**src/rtl/sbp_update_arbiter.sv**
```systemverilog
// sbp_update_arbiter: shares the lookup core's single lookup/update port
// between a lookup requester and a buffered table-update requester.
// Updates wait in a FIFO and take idle slots; a starvation guard forces a
// bubble once the head has waited MAX_WAIT cycles. Result strobes are
// re-timed by LATENCY-deep shift registers matching the core pipeline.
// Optional statistics counters are built when SBP_ARB_STATS_EN is defined.
module sbp_update_arbiter #(
    parameter int unsigned STAGE_ID_BITS = 6,
    parameter int unsigned LOCATION_BITS = 11,
    parameter int unsigned FIFO_DEPTH    = 16,
    parameter int unsigned MAX_WAIT      = 64,
    parameter int unsigned LATENCY       = 33
) (
    input  logic                          clk,
    input  logic                          rst,
    input  logic                          lkp_valid_i,
    output logic                          lkp_ready_o,
    input  logic [31:0]                   lkp_ip_addr_i,
    input  logic                          upd_valid_i,
    output logic                          upd_ready_o,
    input  logic [31:0]                   upd_ip_addr_i,
    input  logic [5:0]                    upd_length_i,
    input  logic [STAGE_ID_BITS-1:0]      upd_stage_id_i,
    input  logic [LOCATION_BITS-1:0]      upd_location_i,
    input  logic [STAGE_ID_BITS-1:0]      upd_childs_stage_id_i,
    input  logic [LOCATION_BITS-1:0]      upd_childs_location_i,
    input  logic [1:0]                    upd_childs_lr_i,
    output logic                          lookup_o,
    output logic                          upd_o,
    output logic [31:0]                   ip_addr_o,
    output logic [5:0]                    upd_length_o,
    output logic [STAGE_ID_BITS-1:0]      upd_stage_id_o,
    output logic [LOCATION_BITS-1:0]      upd_location_o,
    output logic [STAGE_ID_BITS-1:0]      upd_childs_stage_id_o,
    output logic [LOCATION_BITS-1:0]      upd_childs_location_o,
    output logic [1:0]                    upd_childs_lr_o,
    output logic                          res_valid_o,
    output logic                          upd_done_o,
    output logic [$clog2(FIFO_DEPTH):0]   fifo_level_o,
    output logic [31:0]                   stat_lookups_o,
    output logic [31:0]                   stat_updates_o,
    output logic [31:0]                   stat_forced_o
);

    localparam int unsigned PTR_W  = $clog2(FIFO_DEPTH);
    localparam int unsigned LVL_W  = PTR_W + 1;
    localparam int unsigned WAIT_W = $clog2(MAX_WAIT + 1);

    typedef struct packed {
        logic [31:0]              ip;
        logic [5:0]               len;
        logic [STAGE_ID_BITS-1:0] stage;
        logic [LOCATION_BITS-1:0] loc;
        logic [STAGE_ID_BITS-1:0] cstage;
        logic [LOCATION_BITS-1:0] cloc;
        logic [1:0]               lr;
    } upd_entry_t;

    upd_entry_t         r_mem [FIFO_DEPTH];
    logic [PTR_W-1:0]   r_wr_ptr;
    logic [PTR_W-1:0]   r_rd_ptr;
    logic [LVL_W-1:0]   r_level;
    logic [WAIT_W-1:0]  r_wait;
    logic               r_lookup;
    logic               r_upd;
    upd_entry_t         r_out;
    logic [LATENCY-1:0] r_lkp_sr;
    logic [LATENCY-1:0] r_upd_sr;

    logic       w_full;
    logic       w_empty;
    logic       w_force;
    logic       w_push;
    logic       w_pop;
    logic       w_lkp_fire;
    upd_entry_t w_in;
    upd_entry_t w_head;

    assign w_full      = (r_level == LVL_W'(FIFO_DEPTH));
    assign w_empty     = (r_level == '0);
    assign w_force     = (r_wait == WAIT_W'(MAX_WAIT));
    assign lkp_ready_o = rst & ~w_force;
    assign upd_ready_o = rst & ~w_full;
    assign w_push      = upd_valid_i & upd_ready_o;
    assign w_lkp_fire  = lkp_valid_i & lkp_ready_o;
    assign w_pop       = ~w_lkp_fire & ~w_empty;
    assign w_head      = r_mem[r_rd_ptr];

    assign w_in = '{ip: upd_ip_addr_i, len: upd_length_i, stage: upd_stage_id_i,
                    loc: upd_location_i, cstage: upd_childs_stage_id_i,
                    cloc: upd_childs_location_i, lr: upd_childs_lr_i};

    // FIFO storage: data only, validity is tracked by the pointers/level
    always_ff @(posedge clk) begin
        if (w_push) begin
            r_mem[r_wr_ptr] <= w_in;
        end
    end

    // FIFO pointers and occupancy
    always_ff @(posedge clk or negedge rst) begin
        if (!rst) begin
            r_wr_ptr <= '0;
            r_rd_ptr <= '0;
            r_level  <= '0;
        end else begin
            if (w_push) r_wr_ptr <= r_wr_ptr + PTR_W'(1);
            if (w_pop)  r_rd_ptr <= r_rd_ptr + PTR_W'(1);
            if (w_push && !w_pop)      r_level <= r_level + LVL_W'(1);
            else if (!w_push && w_pop) r_level <= r_level - LVL_W'(1);
        end
    end

    // Starvation guard: count cycles a queued head goes unserved
    always_ff @(posedge clk or negedge rst) begin
        if (!rst) begin
            r_wait <= '0;
        end else if (w_pop || w_empty) begin
            r_wait <= '0;
        end else if (!w_force) begin
            r_wait <= r_wait + WAIT_W'(1);
        end
    end

    // Issue decision: lookup first, else pop an update, else idle slot
    always_ff @(posedge clk or negedge rst) begin
        if (!rst) begin
            r_lookup <= 1'b0;
            r_upd    <= 1'b0;
            r_out    <= '0;
        end else if (w_lkp_fire) begin
            r_lookup <= 1'b1;
            r_upd    <= 1'b0;
            r_out    <= '0;
            r_out.ip <= lkp_ip_addr_i;
        end else if (w_pop) begin
            r_lookup <= 1'b0;
            r_upd    <= 1'b1;
            r_out    <= w_head;
        end else begin
            r_lookup <= 1'b0;
            r_upd    <= 1'b0;
            r_out    <= '0;
        end
    end

    // Latency alignment of lookup/update strobes to the core output
    always_ff @(posedge clk or negedge rst) begin
        if (!rst) begin
            r_lkp_sr <= '0;
            r_upd_sr <= '0;
        end else begin
            r_lkp_sr[0] <= r_lookup;
            r_upd_sr[0] <= r_upd;
            for (int unsigned i = 1; i < LATENCY; i++) begin
                r_lkp_sr[i] <= r_lkp_sr[i-1];
                r_upd_sr[i] <= r_upd_sr[i-1];
            end
        end
    end

    assign lookup_o              = r_lookup;
    assign upd_o                 = r_upd;
    assign ip_addr_o             = r_out.ip;
    assign upd_length_o          = r_out.len;
    assign upd_stage_id_o        = r_out.stage;
    assign upd_location_o        = r_out.loc;
    assign upd_childs_stage_id_o = r_out.cstage;
    assign upd_childs_location_o = r_out.cloc;
    assign upd_childs_lr_o       = r_out.lr;
    assign res_valid_o           = r_lkp_sr[LATENCY-1];
    assign upd_done_o            = r_upd_sr[LATENCY-1];
    assign fifo_level_o          = r_level;

`ifdef SBP_ARB_STATS_EN
    logic [31:0] r_stat_lookups;
    logic [31:0] r_stat_updates;
    logic [31:0] r_stat_forced;

    // Saturating statistics counters
    always_ff @(posedge clk or negedge rst) begin
        if (!rst) begin
            r_stat_lookups <= '0;
            r_stat_updates <= '0;
            r_stat_forced  <= '0;
        end else begin
            if (r_lookup && r_stat_lookups != '1) r_stat_lookups <= r_stat_lookups + 32'd1;
            if (r_upd && r_stat_updates != '1)    r_stat_updates <= r_stat_updates + 32'd1;
            if (w_force && lkp_valid_i && r_stat_forced != '1)
                r_stat_forced <= r_stat_forced + 32'd1;
        end
    end

    assign stat_lookups_o = r_stat_lookups;
    assign stat_updates_o = r_stat_updates;
    assign stat_forced_o  = r_stat_forced;
`else
    assign stat_lookups_o = '0;
    assign stat_updates_o = '0;
    assign stat_forced_o  = '0;
`endif

endmodule

```
**config.mk**
```make
export PLATFORM = sky130hd
export DESIGN_NAME = sbp_update_arbiter
export DESIGN_NICKNAME = d
export VERILOG_FILES = /design/src/rtl/sbp_update_arbiter.sv
export SDC_FILE = /design/constraint.sdc
export NUM_CORES = 1
export LEC_CHECK = 0
export CORE_MARGIN = 2
export CORE_UTILIZATION = 40
export CTS_BUF_LIST = sky130_fd_sc_hd__clkbuf_16
export DETAILED_ROUTE_END_ITERATION = 16
export SLEW_MARGIN = 20
export SYNTH_ARGS = -nofsm -noshare
export SYNTH_HDL_FRONTEND = slang
export SYNTH_SLANG_ARGS = --single-unit
```
**constraint.sdc**
```tcl
create_clock -name clk -period 4.3 [get_ports clk]
set_input_delay 0.86 -clock clk [delete_from_list [all_inputs] [get_ports clk]]
set_output_delay 0.86 -clock clk [all_outputs]
set_load 0.02 [all_outputs]
```
==> summary.md <==
| Metric | Value |
|---|---|
| Outcome | complete, no violations |
| Largest net degree at the start of global routing | 104 |
| Setup tns final | 0 ns |
| Final Max Slew Viols | 0 |
| Total gr overflow | 0 |
| PwrDens | 628.4 nW/um^2 |
| CTS tree | done |
| Post-Place Worst Slack | 0.9242 ns |
| Worst setup path class | in -> out |
| Internal Power | 25.99 mW |
| CP max-delay cell | clkdlybuf4s50_1 |
| Yosys warns | 0 |
| Flop pwr share | 0.436 |
| Async set or reset register ratio after synthesis | 0.1204 |
| Gpl congestion | 0.7631 |
| Input/output buffers | 194 |
| Post-CTS Setup Inserts | 0 |
| Most common flop cell mapped by yosys | edfxtp_1 |
| Residual DRC | 0 |
| DRT antenna net count | 0 |
| Sw Ratio | 0.2953 |
| # H-tree levels | 4 |
| Post-CTS Resized | 0 |
| Buffers and inverters on the worst path | 4 |
| CP peak stage delay | 0.64 ns |
| DIE AREA | 129800 sq um |
| Final Setup Violations | 0 |
| RSZ-0062 raised after global routing | no |
| Avg Cell Area, Syn | 20.88 sq um |
| WL per Instance | 25.10 microns |
| Vias in the first global route | 25210 |
| Max-Cap Viols | 0 |
| Worst-Skew Late Latency | 0.75 ns |
| Core ar. | 125700 sq um |
| Detail Placement HPWL | 64.87 mm |
| Sw power | 10.89 mW |
| Initial DRC count | 1820 |
| Final Worst Setup Slack | 0.9058 ns |
| Initial antenna violation count | 8 |
| Cts hold-fix bufs | 1 |
| Clk pin slew, worst setup/hold paths | 0.06 ns |
| Die H | 360.2 microns |
| Slew at the pin closest to its max-slew limit | 1.115 ns |
| Worst Path Arrival | 2.53 ns |
| First-pass GRT wire length | 167.1 mm |
| Total chip power | 36.88 mW |
| Top Family by Delay on Critical Path | buffers and inverters |
| Worst Setup End Kind | primary output |
| Min Tclk post-route | 3.394 ns |
| Final Instance Area | 58680 sq um |
| Clk pwr share | 0.304 |
| Peak Freq | 294.6 MHz |
| Count of different cell masters after synthesis | 47 |
| Via count | 23840 |
| Clk root buf | clkbuf_16 |
| Routed WL | 112.0 mm |
| Synth Cell Area | 50760 sq um |
| Max IR drop VDD | 0.0005373 V |
| Worst Setup Start Kind | input pin |
| Worst-path maximum fanout | 10 |
| Comb power frac | 0.260 |
| Final Util | 0.4667 |
| # IOs | 291 |
| Die width | 360.2 microns |
| Nets | 2820 |
| CTS max path bufs | 3 |
| Share of the clock period used by the worst path | 0.7894 |
| Yosys reg bits | 1346 |
| DRT Pass-1 Iters | 5 |
| Slew headroom | 0.2568 |
| Clock Sinks | 1346 |
| Number of flops mapped to enable cells by yosys | 1184 |
| Pleak | 19.56 nW |
| Final Skew | 0.02884 ns |
| Total CTS buffers | 138 |
| Row Count | 130 |
| Mapped Cells | 2431 |
| CP required | 3.44 ns |
| Placed Area | 54400 sq um |
| GRT Util Overall | 0.1739 |
| Final Hold Viols | 0 |
| Initial Util | 0.4037 |
| Critical path, cell by cell | dlygate4sd3_1 > clkbuf_8 > inv_1 > a41oi_1 > clkdlybuf4s50_1 |
| Synth-to-layout area growth | 15.61% |
| Sequential fraction of the synthesis area | 0.7803 |
| Fraction of layout instances using a drive strength above 1 | 0.1840 |
| Min-delay worst type | reg -> reg |
| Vias per cell | 5.343 |
==> final timing paths <==
kind / start / endpoint / slack (ns) / cells after the start
max: rst / lkp_ready_o / 0.91 / 5
min: r_lkp_sr[6] / r_lkp_sr[7] / 0.34 / 0
max reg2reg: fifo_level_o[0] / fifo_level_o[4] / 1.32 / 10
min reg2reg: r_lkp_sr[6] / r_lkp_sr[7] / 0.34 / 0
max in group asynchronous: rst / r_rd_ptr[0] / 1.94 / 4
min in group asynchronous: rst / fifo_level_o[0] / 0.54 / 2
==> metrics by stage <==
stage	instances	hold WS, ns
floorplan	2526	0.3312
detailed placement	4207	0.3347
finish	4461	0.3418
global route	4461	0.3385
global placement	4207	0.3355
CTS	4460	0.3350
==> cells by family (layout without fill, tap and decap cells) <==
group / count (synthesis) / in the layout / synth area share
AO/OA/AOI/OAI: 191 / 191 / 0.02507
XOR/XNOR: 15 / 15 / 0.002588
adder cells (fa/ha/maj): 12 / 12 / 0.003106
buffers and inverters: 230 / 514 / 0.03140
flip-flops: 1346 / 1346 / 0.7803
multiplexers: 379 / 379 / 0.1320
other: 1 / 97 / 0.00007388
AND/OR/NAND/NOR: 257 / 257 / 0.02551
==> final cells by class <==
cell class / count / area (sq um)
inverter: 10 / 40.04
multi-input combinational: 950 / 9982
antenna: 1 / 2.502
fill: 10370 / 67050
timing repair buffer: 252 / 2696
sequential: 1346 / 39620
clock inverter: 109 / 696.9
clock buffer: 143 / 3578
tap: 1650 / 2064
==> state kept, by name, summed over array words and instances, names as in the netlist <==
signal,count
r_mem,1184
lookup_o,1
upd_location_o,11
upd_childs_location_o,11
upd_length_o,6
upd_childs_lr_o,2
upd_stage_id_o,6
r_rd_ptr,4
fifo_level_o,5
upd_childs_stage_id_o,6
r_wr_ptr,4
r_lkp_sr,33
ip_addr_o,32
r_wait,7
upd_o,1
r_upd_sr,33
==> layout by cell type, fill, tap and decap left out, drive strengths merged, types with 28 or more instances in the layout <==
master / count
nor2: 64
o22ai: 104
inv: 51
conb: 96
clkinv: 60
edfxtp: 1184
mux2i: 145
buf: 57
a211oi: 28
and2: 32
nor3: 59
mux4: 232
o31ai: 32
clkbuf: 144
dfrtp: 162
nand2: 41
clkdlybuf4s50: 193
nor2b: 28
==> synth_stat cells (16+ instances only) <==
cell type  number  area, sq um
edfxtp_1     1184        35550
mux4_2        232         5225
dfrtp_1       162         4054
mux2i_1       145         1451
buf_4         127        953.4
o22ai_1       104        650.6
nor2_1         62        232.7
nor3_1         59        295.3
buf_2          41        205.2
nand2_1        41        153.9
and2_1         32        200.2
o31ai_1        32        240.2
clkbuf_1       30        112.6
a211oi_1       28        210.2
nor2b_1        28        175.2
o21ai_0        19        95.09
nor4_1         16        100.1
==> worst register-to-register path: cells and delay by family, from the launching register on <==
family,cells,cell delay (ns)
compound gates,3,0.65
xor+xnor,1,0.13
fa+ha+maj,2,0.54
buf+inv,2,0.27
flops,1,0.46
mux,1,0.24
simple gates,1,0.62
==> layer usage <==
metal / vias to the layer above / track usage / share of wire
li1: 10210 / - / -
met1: 12710 / 0.2330 / 0.42
met2: 759 / 0.2903 / 0.50
met3: 152 / 0.03150 / 0.052
met4: 4 / 0.05281 / 0.020
met5: - / 0 / 0.00023
==> power groups by stage <==
| stage | Clock, mW | Combinational (mW) | Sequential [mW] |
|---|---|---|---|
| after floorplan | 0 | 6.55 | 16.4 |
| after global placement | 0 | 9.69 | 16.3 |
| after detailed placement | 0 | 9.75 | 16.4 |
| after CTS | 11.5 | 9.80 | 16.1 |
| after global routing | 12.0 | 10.3 | 16.2 |
| final | 11.2 | 9.59 | 16.1 |
Power figures use the tool's default switching activity.
